$ cat src/rtl/booth_pkg.sv
// Shared types and constants for the sequential radix-2 Booth multiplier.
package booth_pkg;

    typedef enum logic [1:0] {
        IDLE = 2'b00,
        CALC = 2'b01,
        DONE = 2'b10
    } state_t;

    // Booth pair {q_ext[0], q_m1} encodings that touch the accumulator
    localparam logic [1:0] BOOTH_SUB = 2'b10;
    localparam logic [1:0] BOOTH_ADD = 2'b01;

    // Step counter must hold WIDTH+1 after the final step
    function automatic int cnt_width(int w);
        return $clog2(w + 2);
    endfunction

endpackage

$ cat src/rtl/booth_step.sv
// One combinational radix-2 Booth step: add/subtract then arithmetic shift.
module booth_step
    import booth_pkg::*;
#(
    parameter int WIDTH = 8
) (
    input  logic [WIDTH+1:0] a,
    input  logic [WIDTH:0]   q_ext,
    input  logic             q_m1,
    input  logic [WIDTH:0]   m_ext,
    output logic [WIDTH+1:0] a_nxt,
    output logic [WIDTH:0]   q_ext_nxt,
    output logic             q_m1_nxt
);

    logic [WIDTH+1:0] m_sx;
    logic [WIDTH+1:0] a_sum;

    assign m_sx = {m_ext[WIDTH], m_ext};

    // Accumulator update selected by the current Booth pair
    always_comb begin
        a_sum = a;
        case ({q_ext[0], q_m1})
            BOOTH_SUB: a_sum = a - m_sx;
            BOOTH_ADD: a_sum = a + m_sx;
            default:   a_sum = a;
        endcase
    end

    // Arithmetic right shift of {a_sum, q_ext, q_m1}
    assign a_nxt     = {a_sum[WIDTH+1], a_sum[WIDTH+1:1]};
    assign q_ext_nxt = {a_sum[0], q_ext[WIDTH:1]};
    assign q_m1_nxt  = q_ext[0];

endmodule

$ cat src/rtl/booth_mult_seq.sv
// Iterative radix-2 Booth multiplier, one step per clock, signed/unsigned
// per transaction, valid/ready on both sides.
module booth_mult_seq
    import booth_pkg::*;
#(
    parameter int WIDTH = 8
) (
    input  logic               clk,
    input  logic               rst_n,
    input  logic               in_valid,
    output logic               in_ready,
    input  logic               is_signed,
    input  logic [WIDTH-1:0]   multiplicand,
    input  logic [WIDTH-1:0]   multiplier,
    output logic               out_valid,
    input  logic               out_ready,
    output logic [2*WIDTH-1:0] product
);

    localparam int CNT_W = cnt_width(WIDTH);
    localparam logic [CNT_W-1:0] LAST_STEP = CNT_W'(WIDTH);

    state_t           state;
    logic [WIDTH:0]   m_ext;
    logic [WIDTH+1:0] a;
    logic [WIDTH:0]   q_ext;
    logic             q_m1;
    logic [CNT_W-1:0] cnt;

    logic [WIDTH+1:0] a_nxt;
    logic [WIDTH:0]   q_ext_nxt;
    logic             q_m1_nxt;

    // The extra top bit lets unsigned operands ride through signed Booth
    function automatic logic [WIDTH:0] extend(logic [WIDTH-1:0] v, logic sgn);
        return {sgn & v[WIDTH-1], v};
    endfunction

    booth_step #(.WIDTH(WIDTH)) u_step (
        .a         (a),
        .q_ext     (q_ext),
        .q_m1      (q_m1),
        .m_ext     (m_ext),
        .a_nxt     (a_nxt),
        .q_ext_nxt (q_ext_nxt),
        .q_m1_nxt  (q_m1_nxt)
    );

    // FSM, datapath registers and handshake outputs
    always_ff @(posedge clk or negedge rst_n) begin
        if (!rst_n) begin
            state     <= IDLE;
            in_ready  <= 1'b1;
            out_valid <= 1'b0;
            product   <= '0;
            m_ext     <= '0;
            a         <= '0;
            q_ext     <= '0;
            q_m1      <= 1'b0;
            cnt       <= '0;
        end else begin
            case (state)
                IDLE: begin
                    if (in_valid) begin
                        m_ext    <= extend(multiplicand, is_signed);
                        q_ext    <= extend(multiplier, is_signed);
                        a        <= '0;
                        q_m1     <= 1'b0;
                        cnt      <= '0;
                        in_ready <= 1'b0;
                        state    <= CALC;
                    end
                end
                CALC: begin
                    a     <= a_nxt;
                    q_ext <= q_ext_nxt;
                    q_m1  <= q_m1_nxt;
                    cnt   <= cnt + 1'b1;
                    if (cnt == LAST_STEP) begin
                        product   <= {a_nxt[WIDTH-2:0], q_ext_nxt};
                        out_valid <= 1'b1;
                        state     <= DONE;
                    end
                end
                DONE: begin
                    if (out_ready) begin
                        out_valid <= 1'b0;
                        in_ready  <= 1'b1;
                        state     <= IDLE;
                    end
                end
                default: begin
                    state     <= IDLE;
                    in_ready  <= 1'b1;
                    out_valid <= 1'b0;
                end
            endcase
        end
    end

endmodule

$ cat config.mk
export PLATFORM = sky130hd
export DESIGN_NAME = booth_mult_seq
export DESIGN_NICKNAME = d
export VERILOG_FILES = /design/src/rtl/booth_pkg.sv /design/src/rtl/booth_step.sv /design/src/rtl/booth_mult_seq.sv
export SDC_FILE = /design/constraint.sdc
export NUM_CORES = 1
export LEC_CHECK = 0
export ABC_AREA = 1
export CORE_UTILIZATION = 28
export CTS_CLUSTER_DIAMETER = 150
export CTS_CLUSTER_SIZE = 8
export DETAILED_ROUTE_END_ITERATION = 8
export PLACE_DENSITY = 0.47
export SETUP_SLACK_MARGIN = 0.4
export SYNTH_ARGS = -nofsm -noshare
export SYNTH_HDL_FRONTEND = slang
export SYNTH_SLANG_ARGS = --single-unit
$ cat constraint.sdc
create_clock -name clk -period 3.7 [get_ports clk]
set_clock_uncertainty 0.2 [all_clocks]
set_input_delay 0.74 -clock clk [delete_from_list [all_inputs] [get_ports clk]]
set_output_delay 0.74 -clock clk [all_outputs]
set_load 0.01 [all_outputs]
==> results.toml, run 1 <==
[place]
io_buffer_count = 38
dp_hpwl_um = 5160
gp_congestion = 0.8590
dp_cells = 531

[pwr]
p_int_uw = 2084
pwr-share-seq_pct = 25.2
comb_power_share_pct = 63.4
clkPwrFrac_pct = 11.3
vdd_drop_max_mv = 0.3329
power.density_nw_per_um2 = 1105
p_leak_uw = 0.001789
power.total_uw = 4026
swShare_pct = 48.23
p_sw_uw = 1941

[drt]
wirelength_um = 6939
first_iter_violations = 83
drc = 0
via_per_inst = 4.506
via_count = 2424
dr.pass1.iters = 4
ant_nets = 0
wl_per_cell_um = 12.90

[sta]
finalHoldViolCount = 0
rsz0062_at_grt = "no"
min_period_over_period_pct = 74.26
setup-tns-final_ns = 0
setup_viol = 0
post-route-min-period_ns = 2.747
fmax_mhz = 364.0
worstMarginPinSlew_ns = 0.5225
final_max_slew_viol_count = 0
slew_headroom_pct = 65.17

[synth]
synth_ff_type = "dfrtp_1"
synth_top_family_by_area = "simple AND/OR/NAND/NOR gates"
synth_xor_area_share_pct = 2.017
yosys_warnings = 0
synth.area.mux_share_pct = 0
synthArstFlopShare_pct = 100.0
netlist_instances = 365
syn_nets = 401
syn-mean-instance-area_sq_um = 8.326
yosys.area_share.simple_pct = 25.40
synth_compound_area_share_pct = 15.07
ys_seq_area_share_pct = 42.86
synth_edf_count = 0
synth_fa_ha_area_share_pct = 6.422
ys_ff_latch = 52
netlist_area_sq_um = 3039
synth.distinct_cells = 36

[cts]
cts_hold_buf = 0
htree_levels = 2
cts_made_buffers = 5
root_buffer = "clkbuf_8"
cts_tree = "built"
clk_latency_ns = 0.30
cts_max_path_buffers = 2
clock_sinks = 52
post_cts_buffers = 0
path_clk_slew_ns = 0.10
cts.repair.resized = 0

[layout]
diodes = 0
regArea_sq_um = 1303
drive_above_1_share_pct = 11.69
areaGrowthSynthToFinish_pct = 19.88
final_cells = 538
fillers = 1062
multi_input_area_sq_um = 1486
nets = 438

[global_routing]
grtUsageTotal_pct = 13.11
grt_max_degree = 36
grt_antenna_before_repair = 0
grt_pass1_vias = 2415
grt_pass1_wl_um = 11690
overflow = 0

[die]
die_h_um = 106.2
design.core.area_sq_um = 10420
start_util_pct = 29.18
pin_count = 39
die_x_um = 106.2
rows = 37
dieArea_sq_um = 11280

[setup_path]
cp_max_fo = 5
crit_type = "flip-flop to flip-flop"
crit_arrival_ns = 2.75
start_kind = "flip-flop"
setup.worst_path.end_class = "flip-flop"
rrSetupSlack_ns = 0.95
r2r_end = "a[6]"
crit_required_ns = 3.70
reg2regPathDepth = 15
r2r_start = "m_ext[0]"

[outcome]
status = "completed"

[min_path]
hold_class = "input port to async pin"

[run]
maxCapViolations = 0
[how the worst max path moves through the flow]
stage | from | end | slack (ns) | cells past startpoint
global route | m_ext[0] | a[8] | 0.66 | 17
global placement | m_ext[0] | a[6] | 0.90 | 15
finish | m_ext[0] | a[6] | 0.95 | 15
detailed placement | m_ext[0] | a[6] | 0.95 | 15
floorplan | m_ext[0] | a[8] | 1.31 | 17
CTS | m_ext[0] | a[6] | 0.94 | 15
[final cells by class]
class	count	area share, %
clock buffer	5	1.889
clock inverter	2	1.648
inverter	44	4.739
multi-input combinational	260	40.80
sequential	52	35.75
tap	136	4.670
timing repair buffer	39	10.51
[metrics by stage]
step / hold slack [ns] / worst slack [ns] / utilization (%) / area, sq um
floorplan: 0.2444 / 1.313 / - / 3039
global placement: 0.2643 / 0.9038 / 33.74 / 3515
detailed placement: 0.2665 / 0.9457 / 33.74 / 3515
CTS: 0.1676 / 0.9375 / 34.98 / 3643
global route: 0.1856 / 0.6590 / 34.98 / 3643
finish: 0.1603 / 0.9525 / 34.98 / 3643
[layer usage]
| metal | wire, um | global-route usage, % | part of all wire, % |
|---|---|---|---|
| met5 | 0 | 0 | 0 |
| met4 | 56 | 2.778 | 0.81 |
| met2 | 3256 | 22.17 | 47 |
| met1 | 3348 | 17.37 | 48 |
| met3 | 278 | 2.391 | 4.0 |
[sequential cells by signal (all words and copies together) (netlist names)]
name	cells
in_ready	1
state	2
q_ext	9
cnt	4
m_ext	9
q_m1	1
product	16
out_valid	1
a	9
[cell families (layout without fill, tap and decap cells)]
kind of cell,after synthesis,in the layout
AND/OR/NAND/NOR,177,177
adder cells (fa/ha/maj),15,15
flip-flops,52,52
XOR/XNOR,7,7
buffers and inverters,53,90
AO/OA/AOI/OAI,61,61
[power groups by stage]
stage | registers (uW) | logic, uW | clock network, uW
finish | 1020 | 2550 | 457
global route | 1050 | 2920 | 495
CTS | 1020 | 2590 | 482
detailed placement | 1030 | 2580 | 0
global placement | 1030 | 2580 | 0
floorplan | 1030 | 1920 | 0
[worst max-delay path, stage by stage (launching register included)]
cell     delay [ns]
dfrtp_1        0.41
inv_1          0.13
ha_1           0.18
nand2_1        0.08
nor2_1         0.17
nor2_1         0.08
xor2_1         0.21
ha_1           0.32
a21oi_1        0.29
nor2_1         0.08
nor2_1         0.13
nand3_1        0.10
nand3_1        0.08
nand2_1        0.08
nand2_1        0.06
nand2_1        0.05
[Yosys cell counts (all sizes together), types with 2 or more instances]
| cell type | n | share of area (%) |
|---|---|---|
| inv | 44 | 5.7 |
| a21oi | 6 | 0.99 |
| nand4 | 6 | 1.2 |
| xor2 | 6 | 1.7 |
| o21ai | 38 | 8.7 |
| nand2 | 126 | 16 |
| buf | 8 | 2.4 |
| nor3 | 7 | 1.2 |
| a31oi | 3 | 0.62 |
| o22ai | 2 | 0.41 |
| nor2 | 21 | 4.3 |
| o211ai | 3 | 1.2 |
| nand3 | 16 | 2.6 |
| dfrtp | 51 | 42 |
| ha | 14 | 5.8 |
| a221oi | 5 | 2.1 |
[layout by cell type, fill, tap and decap left out, drive strengths merged]
| master | netlist | layout |
|---|---|---|
| a21oi | 6 | 6 |
| a221oi | 5 | 5 |
| a22o | 1 | 1 |
| a22oi | 1 | 1 |
| a31oi | 3 | 3 |
| buf | 8 | 2 |
| bufinv | 0 | 2 |
| clkbuf | 1 | 5 |
| clkdlybuf4s50 | 0 | 37 |
| dfrtp | 51 | 51 |
| dfstp | 1 | 1 |
| fa | 1 | 1 |
| ha | 14 | 14 |
| inv | 44 | 44 |
| nand2 | 126 | 126 |
| nand3 | 16 | 16 |
| nand4 | 6 | 6 |
| nor2 | 21 | 21 |
| nor3 | 7 | 7 |
| o211ai | 3 | 3 |
| o21ai | 38 | 38 |
| o21bai | 1 | 1 |
| o22ai | 2 | 2 |
| o31ai | 1 | 1 |
| or2 | 1 | 1 |
| xnor2 | 1 | 1 |
| xor2 | 6 | 6 |
(Power assumes the default switching activity.)
==> run 2, diff against run 1 <==
--- a/config.mk
+++ b/config.mk
@@ -10,7 +10,7 @@
 export CTS_CLUSTER_DIAMETER = 150
 export CTS_CLUSTER_SIZE = 8
 export DETAILED_ROUTE_END_ITERATION = 8
-export PLACE_DENSITY = 0.47
+export PLACE_DENSITY = 0.49
 export SETUP_SLACK_MARGIN = 0.4
 export SYNTH_ARGS = -nofsm -noshare
 export SYNTH_HDL_FRONTEND = slang
==> constraint.sdc (replaced) <==
create_clock -name clk -period 2.4 [get_ports clk]
set_clock_uncertainty 0.2 [all_clocks]
set_input_delay 0.48 -clock clk [delete_from_list [all_inputs] [get_ports clk]]
set_output_delay 0.48 -clock clk [all_outputs]
set_load 0.01 [all_outputs]
==> results.toml, run 2 (synthesis results as in run 1) <==
[global_routing]
grt_pass1_vias = 2536
grt_max_degree = 53
overflow = 0
grtUsageTotal_pct = 14.40
globalRouteMet2Util_pct = 22.91
gr-usage-met1_pct = 20.18
use_met3_pct = 2.269
top_usage_layer = "met2"
grt_antenna_before_repair = 0
grt_pass1_wl_um = 12760

[cts]
htree_levels = 2
path_clk_slew_ns = 0.11
root_buffer = "clkbuf_8"
cts_max_path_buffers = 2
clk_latency_ns = 0.32
cts_tree = "built"
cts_made_buffers = 5
clock_sinks = 52

[setup_path]
cp_max_fo = 6
start_kind = "flip-flop"
worst-path-buf-inv = 2
crit_type = "flip-flop to flip-flop"
setup.worst_path.end_class = "flip-flop"
crit_arrival_ns = 2.48
cp_slowest_cell = "dfrtp_1"
crit_chain = "inv_2 > ha_4 > nand2_4 > nor2_4 > nand2_1 > o21ai_1 > xor2_1 > ha_4 > nand2_2 > a21oi_1 > nor2_1 > nand3_2 > nand3_1 > nand3_1 > nand2_1 > inv_1"
critPathTopFamily = "simple AND/OR/NAND/NOR gates"
crit_required_ns = 2.42
cpPeakStageDelay_ns = 0.40

[place]
gp_congestion = 0.8499
io_buffer_count = 38
dp_hpwl_um = 5371
postPlaceCellArea_sq_um = 3721

[drt]
wl_per_cell_um = 13.32
via_count = 2617
dr.pass1.iters = 5
drc = 0
via_per_inst = 4.536
wirelength_um = 7683
ant_nets = 0
first_iter_violations = 128

[die]
die_h_um = 106.2
die_x_um = 106.2
rows = 37
pin_count = 39
dieArea_sq_um = 11280
start_util_pct = 29.18
design.core.area_sq_um = 10420

[sta]
worstMarginPinSlew_ns = 0.3724
finalHoldViolCount = 0
final_max_slew_viol_count = 0
slew_headroom_pct = 74.91
post-route-min-period_ns = 2.459
setup_viol = 4
min_period_over_period_pct = 102.4
rsz0062_at_grt = "yes"
fin_ws_ns = -0.05859
fmax_mhz = 406.7

[layout]
nets = 476
design_area_sq_um = 4220
areaGrowthSynthToFinish_pct = 38.86
diodes = 0
largest_reg_flops = 16
layout_commonest_cell = "nand2_1"
drive_above_1_share_pct = 30.39
final_cell_mix = "108 x nand2_1, 51 x dfrtp_1, 36 x clkdlybuf4s50_1"
regMostFlops = "product"

[min_path]
hold_class = "flip-flop to flip-flop"

[outcome]
status = "finished with violations"
violations = "negative setup slack"

[run]
maxCapViolations = 0
[run 2: cell count changes in the layout (fill, tap and decap cells not counted), moves of 5 or more]
| cell | delta |
|---|---|
| nand2_2 | +11 |
| nand2_4 | +5 |
| nand2_1 | -16 |
| nor2_1 | -5 |
| buf_6 | +6 |
| ha_1 | -7 |
| o21ai_1 | +6 |
| buf_4 | +30 |
| ha_4 | +7 |
| o21ai_0 | -9 |
| inv_1 | -7 |
| inv_2 | +6 |
[run 2: final timing paths]
check / start / to / slack (ns) / cells past startpoint
min reg2reg: product[8] / product[8] / 0.29 / 2
max: m_ext[1] / a[8] / -0.06 / 16
max reg2reg: m_ext[1] / a[8] / -0.06 / 16
max in group asynchronous: rst_n / in_ready / 1.23 / 3
min: product[8] / product[8] / 0.29 / 2
min in group asynchronous: rst_n / product[6] / 0.48 / 3
[run 2: layout make-up]
class | instances | area, sq um
multi-input cells | 260 | 1772
clock inverters | 3 | 27.53
flip-flops and latches | 52 | 1303
inverters | 44 | 175.2
fillers | 1040 | 6196
repair buffers | 77 | 704.4
clock buffers | 5 | 68.82
well taps | 136 | 170.2
[run 2: repair_timing]
item	CTS	global route
setup buffers	6	10
hold endpoints to repair	51	0
hold buffers	1	0
endpoints found under the setup margin	17	16
cloned	0	0
gates resized for setup	40	31
pin swaps	23	18
[run 2: per-stage QoR]
step           hold WS, ns  worst slack (ns)  util [%]  instances  TNS (ns)
6_report            0.2878          -0.05859     40.52        577   -0.1522
5_1_grt             0.3098           -0.2290     40.52        577    -1.211
4_1_cts             0.2979          -0.04398     38.61        567   -0.1111
3_5_place_dp        0.2637           -0.1631     35.72        552   -0.5166
3_3_place_gp        0.2633           -0.1297     35.72        552   -0.3729
2_1_floorplan     -0.01559            0.1139         -        365         0
[run 2: metal layers]
layer	vias to the layer above	share of wire, %	wire [um]
met5	-	0	0
met4	0	1.4	104
met3	8	3.8	293
met2	57	46	3530
met1	1215	49	3753
li1	1337	-	-
[run 2: worst reg2reg max path, cell delays in order, from the launching register on]
cell	delay [ns]
dfrtp_1	0.40
inv_2	0.08
ha_4	0.15
nand2_4	0.06
nor2_4	0.11
nand2_1	0.06
o21ai_1	0.14
xor2_1	0.29
ha_4	0.28
nand2_2	0.07
a21oi_1	0.06
nor2_1	0.11
nand3_2	0.10
nand3_1	0.09
nand3_1	0.08
nand2_1	0.07
inv_1	0.04
Power of run 2 is left out: the tool's default activity adds up to more than one toggle a clock period on the data nets, which glitch-free logic cannot reach.
==> run 3, diff against run 2 <==
--- a/config.mk
+++ b/config.mk
@@ -6,10 +6,12 @@
 export NUM_CORES = 1
 export LEC_CHECK = 0
 export ABC_AREA = 1
+export CORE_ASPECT_RATIO = 2
 export CORE_UTILIZATION = 28
 export CTS_CLUSTER_DIAMETER = 150
 export CTS_CLUSTER_SIZE = 8
 export DETAILED_ROUTE_END_ITERATION = 8
+export HOLD_SLACK_MARGIN = 0.08
 export PLACE_DENSITY = 0.49
 export SETUP_SLACK_MARGIN = 0.4
 export SYNTH_ARGS = -nofsm -noshare
==> results.toml, run 3 (synthesis results as in run 1) <==
[setup_path]
crit_type = "flip-flop to flip-flop"
critPathTopFamily = "simple AND/OR/NAND/NOR gates"
cpPeakStageDelay_ns = 0.39
crit_chain = "inv_2 > ha_4 > nand2_4 > nor2_4 > nand2_1 > o21ai_2 > xor2_1 > ha_1 > buf_4 > nand4_1 > nand2_1 > nand2_1 > nand3_1 > nand2_1 > nand2_1 > nand2_1"
crit_required_ns = 2.40
crit_arrival_ns = 2.40
cp_max_fo = 4
setup.worst_path.end_class = "flip-flop"
cp_slowest_cell = "dfrtp_1"
worst-path-buf-inv = 2
start_kind = "flip-flop"
crit_top_cell = "nand2_1"

[drt]
dr.pass1.iters = 4
via_count = 2565
wl_per_cell_um = 13.35
first_iter_violations = 111
drc = 0
ant_nets = 0
via_per_inst = 4.548
wirelength_um = 7531

[layout]
final_cell_mix = "120 x nand2_1, 51 x dfrtp_1, 36 x clkdlybuf4s50_1"
areaGrowthSynthToFinish_pct = 30.75
diodes = 0
largest_reg_flops = 16
layout_commonest_cell = "nand2_1"
regMostFlops = "product"
drive_above_1_share_pct = 23.42
nets = 462

[sta]
worstMarginPinSlew_ns = 0.5976
min_period_over_period_pct = 99.91
setup_viol = 0
finalHoldViolCount = 0
post-route-min-period_ns = 2.398
fmax_mhz = 417.0
fin_ws_ns = 0.002200
slew_headroom_pct = 59.74
setup-tns-final_ns = 0
rsz0062_at_grt = "yes"
final_max_slew_viol_count = 0

[global_routing]
grt_pass1_wl_um = 12390
grt_pass1_vias = 2623
grtUsageTotal_pct = 15.03
use_met3_pct = 2.365
grt_max_degree = 28
gr-usage-met1_pct = 15.24
overflow = 0
top_usage_layer = "met2"
globalRouteMet2Util_pct = 27.95
grt_antenna_before_repair = 0

[cts]
cts_made_buffers = 5
cts_tree = "built"
cts_max_path_buffers = 2
clock_sinks = 52
clk_latency_ns = 0.31
root_buffer = "clkbuf_16"
path_clk_slew_ns = 0.08
htree_levels = 2

[place]
dp_hpwl_um = 5888
dp_slack_ns = -0.07565
io_buffer_count = 38
gp_congestion = 0.9008

[die]
dieArea_sq_um = 11300
start_util_pct = 28.82
die_x_um = 75.67
pin_count = 39
rows = 53
die_h_um = 149.3
design.core.area_sq_um = 10540

[run]
maxCapViolations = 0

[min_path]
hold_class = "flip-flop to flip-flop"

[outcome]
status = "completed"
==> run 3: changes by cell type in the layout (fill, tap and decap cells not counted), sizes merged <==
cell	previous run	this run
buf	39	25
==> run 3: area by class of cell <==
cell class	count	area, sq um
Clock buffer	5	125.1
Clock inverter	3	27.53
Fill cell	1099	6570
Inverter	44	175.2
Multi-Input combinational cell	260	1604
Sequential cell	52	1303
Tap cell	137	171.4
Timing Repair Buffer	63	568.0
==> run 3: worst register-to-register path: cells and delay by family (launching register included) <==
family,cells,cell delay (ns)
compound gates,1,0.13
xor+xnor,1,0.09
fa+ha+maj,2,0.50
flops,1,0.39
simple gates,10,0.78
buf+inv,2,0.22
==> run 3: path summary, 6_finish.rpt <==
path / startpoint / slack (ns) / to / cells after the start
hold / removal: product[10] / 0.28 / product[10] / 2
min in group asynchronous: rst_n / 0.44 / a[1] / 2
setup reg to reg: m_ext[1] / 0.002 / a[6] / 16
hold reg to reg: product[10] / 0.28 / product[10] / 2
max in group asynchronous: rst_n / 0.94 / cnt[2] / 3
setup / recovery: m_ext[1] / 0.002 / a[6] / 16
==> run 3: through the flow <==
stage | instances | instance area (sq um) | hold slack (ns) | util, %
6_report | 564 | 3974 | 0.2787 | 37.69
5_1_grt | 564 | 3974 | 0.3131 | 37.69
4_1_cts | 563 | 3934 | 0.2844 | 37.31
3_5_place_dp | 548 | 3672 | 0.2474 | 34.83
3_3_place_gp | 548 | 3672 | 0.2464 | 34.83
2_1_floorplan | 365 | 3075 | -0.01559 | -
==> run 3: repair_timing <==
action	4_1_cts	5_1_grt
endpoints found under the setup margin	17	16
pin swaps	21	5
endpoints found under the hold margin	15	0
hold buffers	1	0
setup buffers	6	1
gates resized for setup	24	10
==> run 3: layer usage <==
layer	up-vias	wire length (um)	part of all wire [%]
met2	42	4211	56
met5	-	0	0
li1	1317	-	-
met3	16	197	2.6
met4	0	296	3.9
met1	1190	2826	38
Power of run 3 is left out for the same reason.
